File: src/rtl/uart_rx_ctrl.sv
// UART receive sequencer: oversampled start/data/stop framing feeding a one-entry
// valid/ready holding register, with framing-error and overrun pulses.
module uart_rx_ctrl #(
    parameter int unsigned DATA_BITS  = 8,
    parameter int unsigned OVERSAMPLE = 16
) (
    input  logic                 clk,
    input  logic                 rst,
    input  logic                 tick_in,
    input  logic                 rx,
    input  logic                 data_ready,
    output logic [DATA_BITS-1:0] data_out,
    output logic                 data_valid,
    output logic                 frame_err,
    output logic                 overrun_err,
    output logic                 busy
);
    localparam int unsigned TICK_W = $clog2(OVERSAMPLE);
    localparam int unsigned BIT_W  = $clog2(DATA_BITS);

    localparam logic [TICK_W-1:0] HALF_LAST = TICK_W'(OVERSAMPLE / 2 - 1);
    localparam logic [TICK_W-1:0] FULL_LAST = TICK_W'(OVERSAMPLE - 1);
    localparam logic [BIT_W-1:0]  BIT_LAST  = BIT_W'(DATA_BITS - 1);

    typedef enum logic [2:0] {
        StIdle,
        StStart,
        StData,
        StStop,
        StBreak
    } state_t;

    state_t                state;
    logic [TICK_W-1:0]     tick_cnt;
    logic [BIT_W-1:0]      bit_cnt;
    logic [DATA_BITS-1:0]  shift;
    logic                  rx_meta;
    logic                  rx_s;
    logic                  frame_good;

    // Good frame completes on the stop-sample tick with the line high.
    assign frame_good = tick_in && (state == StStop) && (tick_cnt == FULL_LAST) && rx_s;
    assign busy       = (state != StIdle);

    always_ff @(posedge clk or posedge rst) begin
        if (rst) begin
            state       <= StIdle;
            tick_cnt    <= '0;
            bit_cnt     <= '0;
            shift       <= '0;
            rx_meta     <= 1'b1;
            rx_s        <= 1'b1;
            data_out    <= '0;
            data_valid  <= 1'b0;
            frame_err   <= 1'b0;
            overrun_err <= 1'b0;
        end else begin
            rx_meta     <= rx;
            rx_s        <= rx_meta;
            frame_err   <= 1'b0;
            overrun_err <= 1'b0;

            if (tick_in) begin
                unique case (state)
                    StIdle: begin
                        if (!rx_s) begin
                            state    <= StStart;
                            tick_cnt <= '0;
                        end
                    end
                    StStart: begin
                        if (tick_cnt == HALF_LAST) begin
                            if (!rx_s) begin
                                state    <= StData;
                                tick_cnt <= '0;
                                bit_cnt  <= '0;
                            end else begin
                                state <= StIdle;
                            end
                        end else begin
                            tick_cnt <= tick_cnt + TICK_W'(1);
                        end
                    end
                    StData: begin
                        if (tick_cnt == FULL_LAST) begin
                            shift    <= {rx_s, shift[DATA_BITS-1:1]};
                            tick_cnt <= '0;
                            if (bit_cnt == BIT_LAST) begin
                                state <= StStop;
                            end else begin
                                bit_cnt <= bit_cnt + BIT_W'(1);
                            end
                        end else begin
                            tick_cnt <= tick_cnt + TICK_W'(1);
                        end
                    end
                    StStop: begin
                        if (tick_cnt == FULL_LAST) begin
                            if (rx_s) begin
                                state <= StIdle;
                            end else begin
                                frame_err <= 1'b1;
                                state     <= StBreak;
                            end
                        end else begin
                            tick_cnt <= tick_cnt + TICK_W'(1);
                        end
                    end
                    StBreak: begin
                        // Wait out a held-low line so it cannot look like a new start bit.
                        if (rx_s) begin
                            state <= StIdle;
                        end
                    end
                    default: state <= StIdle;
                endcase
            end

            if (frame_good) begin
                if (!data_valid || data_ready) begin
                    data_out   <= shift;
                    data_valid <= 1'b1;
                end else begin
                    overrun_err <= 1'b1;
                end
            end else if (data_valid && data_ready) begin
                data_valid <= 1'b0;
            end
        end
    end
endmodule

File: config.mk
export PLATFORM = sky130hd
export DESIGN_NAME = uart_rx_ctrl
export DESIGN_NICKNAME = d
export VERILOG_FILES = /design/src/rtl/uart_rx_ctrl.sv
export SDC_FILE = /design/constraint.sdc
export NUM_CORES = 1
export LEC_CHECK = 0
export CAP_MARGIN = 20
export CELL_PAD_IN_SITES_DETAIL_PLACEMENT = 1
export CELL_PAD_IN_SITES_GLOBAL_PLACEMENT = 1
export CORE_ASPECT_RATIO = 0.75
export CORE_MARGIN = 8
export CORE_UTILIZATION = 39
export CTS_BUF_LIST = sky130_fd_sc_hd__clkbuf_2
export CTS_CLUSTER_DIAMETER = 120
export DETAILED_ROUTE_END_ITERATION = 12
export PLACE_DENSITY_LB_ADDON = 0.1
export SYNTH_ARGS = -nofsm -noshare
export SYNTH_HDL_FRONTEND = slang
export SYNTH_SLANG_ARGS = --single-unit
File: constraint.sdc
create_clock -name clk -period 3.3 [get_ports clk]
set_input_delay 0.99 -clock clk [delete_from_list [all_inputs] [get_ports clk]]
set_output_delay 0.99 -clock clk [all_outputs]
set_load 0.02 [all_outputs]
Yosys cells after proc, flatten, opt, wreduce, memory -nomap -nowiden
Cells that the tools add are included.

Register bits: 31. Input port bits: 5. Output and inout port bits: 12. Logic and storage cells: 74.

$add $sub $neg: 2. Equality and inequality tests: 17. Multiplexer cells: 28. Reduce and logical (&&, ||, !) cells: 17.

Operators with widths (count): $mux 3 (11); $mux 4 (4); $ne 2x2->1 const B (8); $pmux 4 s4 (1); $pmux 3 s5 (1); $mux 1 (9); $reduce_and 7->1 (1); $eq 3x2->1 const B (2); $eq 3x3->1 const B (2); $pmux 3 s2 (1); $reduce_and 3->1 (2); $reduce_and 6->1 (1); $add 4x1->4 const B (1); $eq 4x3->1 const B (1); $eq 4x4->1 const B (1); $logic_and 1x1->1 (4); $ne 2x1->1 const B (2); $reduce_and 2->1 (2); $reduce_bool 2->1 (2); $reduce_bool 4->1 (1); $add 3x1->3 const B (1); $eq 3x1->1 const B (1); $logic_not 3->1 (1); $reduce_bool 3->1 (1); 3 further kinds (3).

Longest topological paths before layout
Depth after elaboration: 6. Mapped depth: 6. Mapped depth without buffers: 6.

Worst setup path after synthesis
Ideal clock, no wire load.

Kind: reg-to-output. Start point: register state[1]. End point: output port busy. Arrival time: 1.098 ns. Required time: 2.310 ns. Path slack: 1.212 ns. Stages on the path, launching flop included: 4. Buffers on the path: 2. Path through: dfrtp_1 -> buf_2 -> buf_1 -> or3_1.

Longest elaborated chain between the ends: 1.

RTL lines: start, declared (line 33) `state_t state;`; start signal, assigned (line 47) `state <= StIdle;`; start signal, assigned (line 67) `state <= StStart;`; start signal, assigned (line 74) `state <= StData;`; $reduce_bool 3->1 (line 43) `assign busy = (state != StIdle);`; end, declared (line 16) `output logic busy`.

No other way between the ends.

Worst setup path after layout
Start point: register state[0]. End point: output port busy.

Same word-level chain as after synthesis.

==> impl_summary.log <==
[metrics] most instantiated flip-flop cell in the synthesis netlist: sky130_fd_sc_hd__dfrtp_1
[metrics] Area growth syn-to-layout: 15.0%
[metrics] depth of the worst register-to-register path: 5
[metrics] detailed-route wire length per cell: 16.3 um
[metrics] antenna fix cells: 0
[metrics] highest attainable clock frequency: 349 MHz
[metrics] Worst Hold Class: reg2reg
[metrics] Die Span X: 88.2 um
[metrics] overall die area: 6180 sq um
[metrics] post_cts resized: 0
[metrics] first-pass GRT wire length: 5530 um
[metrics] top-level port count: 17
[metrics] number of post-CTS setup repair buffers: 0
[metrics] clock sink count: 31
[metrics] average size of a mapped cell: 12.3 sq um
[metrics] remaining number of nets flagged by the antenna check after routing: 0
[metrics] post-synthesis net count: 132
[metrics] startpoint of the most critical register-to-register path: tick_cnt[0]
[metrics] number of endpoints failing setup at the final stage: 0
[metrics] number of buffer cells added on primary ports: 16
[metrics] final slew viol count: 0
[metrics] post-route cell area: 1750 sq um
[metrics] cell at the root of the clock tree: sky130_fd_sc_hd__clkbuf_2
[metrics] relative slew slack: 66.5%
[metrics] worst supply voltage drop on vdd: 0.000277 V
[metrics] Final Skew: 0.0104 ns
[metrics] cell leakage power: 0.792 nW
[metrics] clock latency of the later-clocked register in the worst-skew pair: 0.34 ns
[metrics] DR pass1 iterations: 4
[metrics] critical path required time: 2.31 ns
[metrics] Register Area: 778 sq um
[metrics] power density over the cells: 506 nW/um^2
[metrics] # nets final: 150
[metrics] total of flip-flops plus latches after synthesis: 31
[metrics] number of buffers inserted during clock tree synthesis: 5
[metrics] vias in the first global route: 1095
[metrics] via count: 1014
[metrics] Die Height: 70.1 um
[metrics] Residual DRC: 0
[metrics] TritonCTS clock tree: yes
[metrics] total grt overflow: 0
[metrics] final HPWL from detailed placement: 2380 um
[metrics] warnings from Yosys: 0
[metrics] via density per instance: 5.20
[metrics] DRT Wirelength: 3190 um
[metrics] Final WS setup: 0.433 ns
[metrics] count of fill cells added during filler insertion: 409
[metrics] synthesized instance count: 124
[metrics] mapped cell area: 1520 sq um
[metrics] RSZ-0062 raised after global routing: no
[metrics] Area after DPL: 1710 sq um
[metrics] cell row count: 19
[metrics] ratio of cells with drive above 1 in the final layout: 25.2%
[metrics] clock transition at the registers of the reported paths: 0.14 ns
[metrics] count of flip-flops with a built-in enable after synthesis: 0
[metrics] worst slack at placement: 0.593 ns
[metrics] Crit. Startpoint: state[0]
[metrics] total global-route track usage: 11.5%
[metrics] number of levels in the clock H-tree: 2
[metrics] Setup Total Neg Slack: 0 ns
[metrics] nature of the critical path endpoint: output port
[metrics] final hold violation count: 0
[metrics] worst hold margin: 0.366 ns
[metrics] final cycle utilization of the critical path: 86.9%
[metrics] worst setup path category: reg2out
[metrics] count of hold-fix buffers inserted at cts: 0
[metrics] result of the run: complete, no violations
[metrics] worst-margin pin slew: 0.497 ns
[metrics] antenna violations before repair: 0
[metrics] number of distinct library cells after synthesis: 42
[metrics] Async S/R FF share, synth: 100%
[metrics] startpoint of the lowest-slack hold path: rx_meta
[metrics] Hold Path Cell Cnt: 0
[metrics] sequential cell area fraction in the yosys report: 51.1%
[metrics] pin count of the biggest net entering global routing: 32
[metrics] Final Util: 47.2%
[metrics] starting density of the core: 41.1%
[metrics] fin crit period: 2.87 ns
[metrics] placer congestion estimate: 0.811
[metrics] footprint of the multi-input gates: 677 sq um
[metrics] element type at the critical path start: register
[metrics] area of the placeable core: 3710 sq um
[metrics] max cap viols: 0
[metrics] largest fanout on the critical path: 13
[metrics] Max clock buf depth: 2
[metrics] arrival time at the worst endpoint: 1.88 ns
[metrics] DRC violation total after the first TritonRoute iteration: 41
worst max-delay path: stages (launching register included):
cell                              delay, ns
sky130_fd_sc_hd__dfrtp_1               0.55
sky130_fd_sc_hd__or3_1                 0.44
sky130_fd_sc_hd__clkdlybuf4s50_1       0.55
layout by cell type (no fill, tap or decap), types with 2 or more instances in the layout:
master,Yosys,routed
sky130_fd_sc_hd__dfrtp_1,29,29
sky130_fd_sc_hd__clkdlybuf4s50_1,0,16
sky130_fd_sc_hd__nand2_1,10,10
sky130_fd_sc_hd__mux2_2,9,9
sky130_fd_sc_hd__mux2_4,8,8
sky130_fd_sc_hd__nand3_1,6,6
sky130_fd_sc_hd__clkbuf_2,0,6
sky130_fd_sc_hd__o21ai_0,5,5
sky130_fd_sc_hd__nor2_1,4,4
sky130_fd_sc_hd__inv_1,3,3
sky130_fd_sc_hd__nor3_1,3,3
sky130_fd_sc_hd__mux2i_1,3,3
sky130_fd_sc_hd__ha_1,3,3
sky130_fd_sc_hd__buf_4,1,3
sky130_fd_sc_hd__nand2b_1,2,2
sky130_fd_sc_hd__nor2_2,2,2
sky130_fd_sc_hd__nor2b_1,2,2
sky130_fd_sc_hd__a21oi_1,2,2
sky130_fd_sc_hd__a22o_1,2,2
sky130_fd_sc_hd__clkinv_1,0,2
sky130_fd_sc_hd__dfstp_2,2,2
routing by layer:
| layer | up-vias | part of all wire (%) | GRT usage [%] |
|---|---|---|---|
| met3 | 4 | 4.9 | 4.32 |
| met5 | - | 0 | 0 |
| met2 | 17 | 48 | 16.8 |
| met1 | 511 | 47 | 15.0 |
| li1 | 482 | - | - |
| met4 | 0 | 0.85 | 4.49 |
state kept, by name (all words and copies together), names as in the netlist:
signal,count
data_out,8
shift,8
tick_cnt,4
bit_cnt,3
state,3
data_valid,1
frame_err,1
overrun_err,1
rx_meta,1
rx_s,1
where the power goes:
| group | total [mW] | internal, mW | switching, mW | leakage [nW] |
|---|---|---|---|---|
| registers | 0.522 | 0.442 | 0.0804 | 0.404 |
| clock network | 0.169 | 0.0511 | 0.118 | 0.0281 |
| logic | 0.195 | 0.101 | 0.0940 | 0.359 |
stage by stage:
step           total power, mW  std cells
3_5_place_dp             0.727        187
3_3_place_gp             0.710        187
6_report                 0.886        195
4_1_cts                  0.903        195
2_1_floorplan            0.672        124
5_1_grt                  0.957        195
final timing paths:
kind,slack (ns),end
setup / recovery,0.43,busy
hold / removal,0.37,rx_s
setup reg to reg,1.41,data_out[4]
hold reg to reg,0.37,rx_s
max in group asynchronous,1.95,rx_s
min in group asynchronous,1.01,data_out[0]
kinds of logic (layout without fill, tap and decap cells):
group                    count (synthesis)  count (layout)  share of synthesized area (%)
AND/OR/NAND/NOR                         40              40                           16.4
flip-flops                              31              31                           51.1
multiplexers                            20              20                           16.5
AO/OA/AOI/OAI                           19              19                           9.04
buffers and inverters                   11              30                           4.44
adder cells (fa/ha/maj)                  3               3                           2.47
cell usage after synthesis, types with 2 or more instances:
cell type | instances | share of area (%)
sky130_fd_sc_hd__inv_1 | 3 | 0.74
sky130_fd_sc_hd__nor2_2 | 2 | 0.82
sky130_fd_sc_hd__dfrtp_1 | 29 | 48
sky130_fd_sc_hd__nor2b_1 | 2 | 0.82
sky130_fd_sc_hd__nand2b_1 | 2 | 0.82
sky130_fd_sc_hd__nand3_1 | 6 | 2.0
sky130_fd_sc_hd__o21ai_0 | 5 | 1.6
sky130_fd_sc_hd__nand2_1 | 10 | 2.5
sky130_fd_sc_hd__mux2i_1 | 3 | 2.0
sky130_fd_sc_hd__mux2_4 | 8 | 7.9
sky130_fd_sc_hd__ha_1 | 3 | 2.5
sky130_fd_sc_hd__dfstp_2 | 2 | 3.5
sky130_fd_sc_hd__mux2_2 | 9 | 6.7
sky130_fd_sc_hd__a21oi_1 | 2 | 0.66
sky130_fd_sc_hd__buf_2 | 5 | 1.6
sky130_fd_sc_hd__nor2_1 | 4 | 0.99
sky130_fd_sc_hd__nor3_1 | 3 | 0.99
sky130_fd_sc_hd__a22o_1 | 2 | 1.2
final cells by class:
cell class | count | area share [%]
repair buffers | 19 | 10.4
inverters | 3 | 0.643
well taps | 52 | 3.71
flip-flops and latches | 31 | 44.4
clock buffers | 6 | 1.71
clock inverters | 2 | 0.429
multi-input cells | 82 | 38.6
Note: power is estimated with default switching activity, not from simulation.
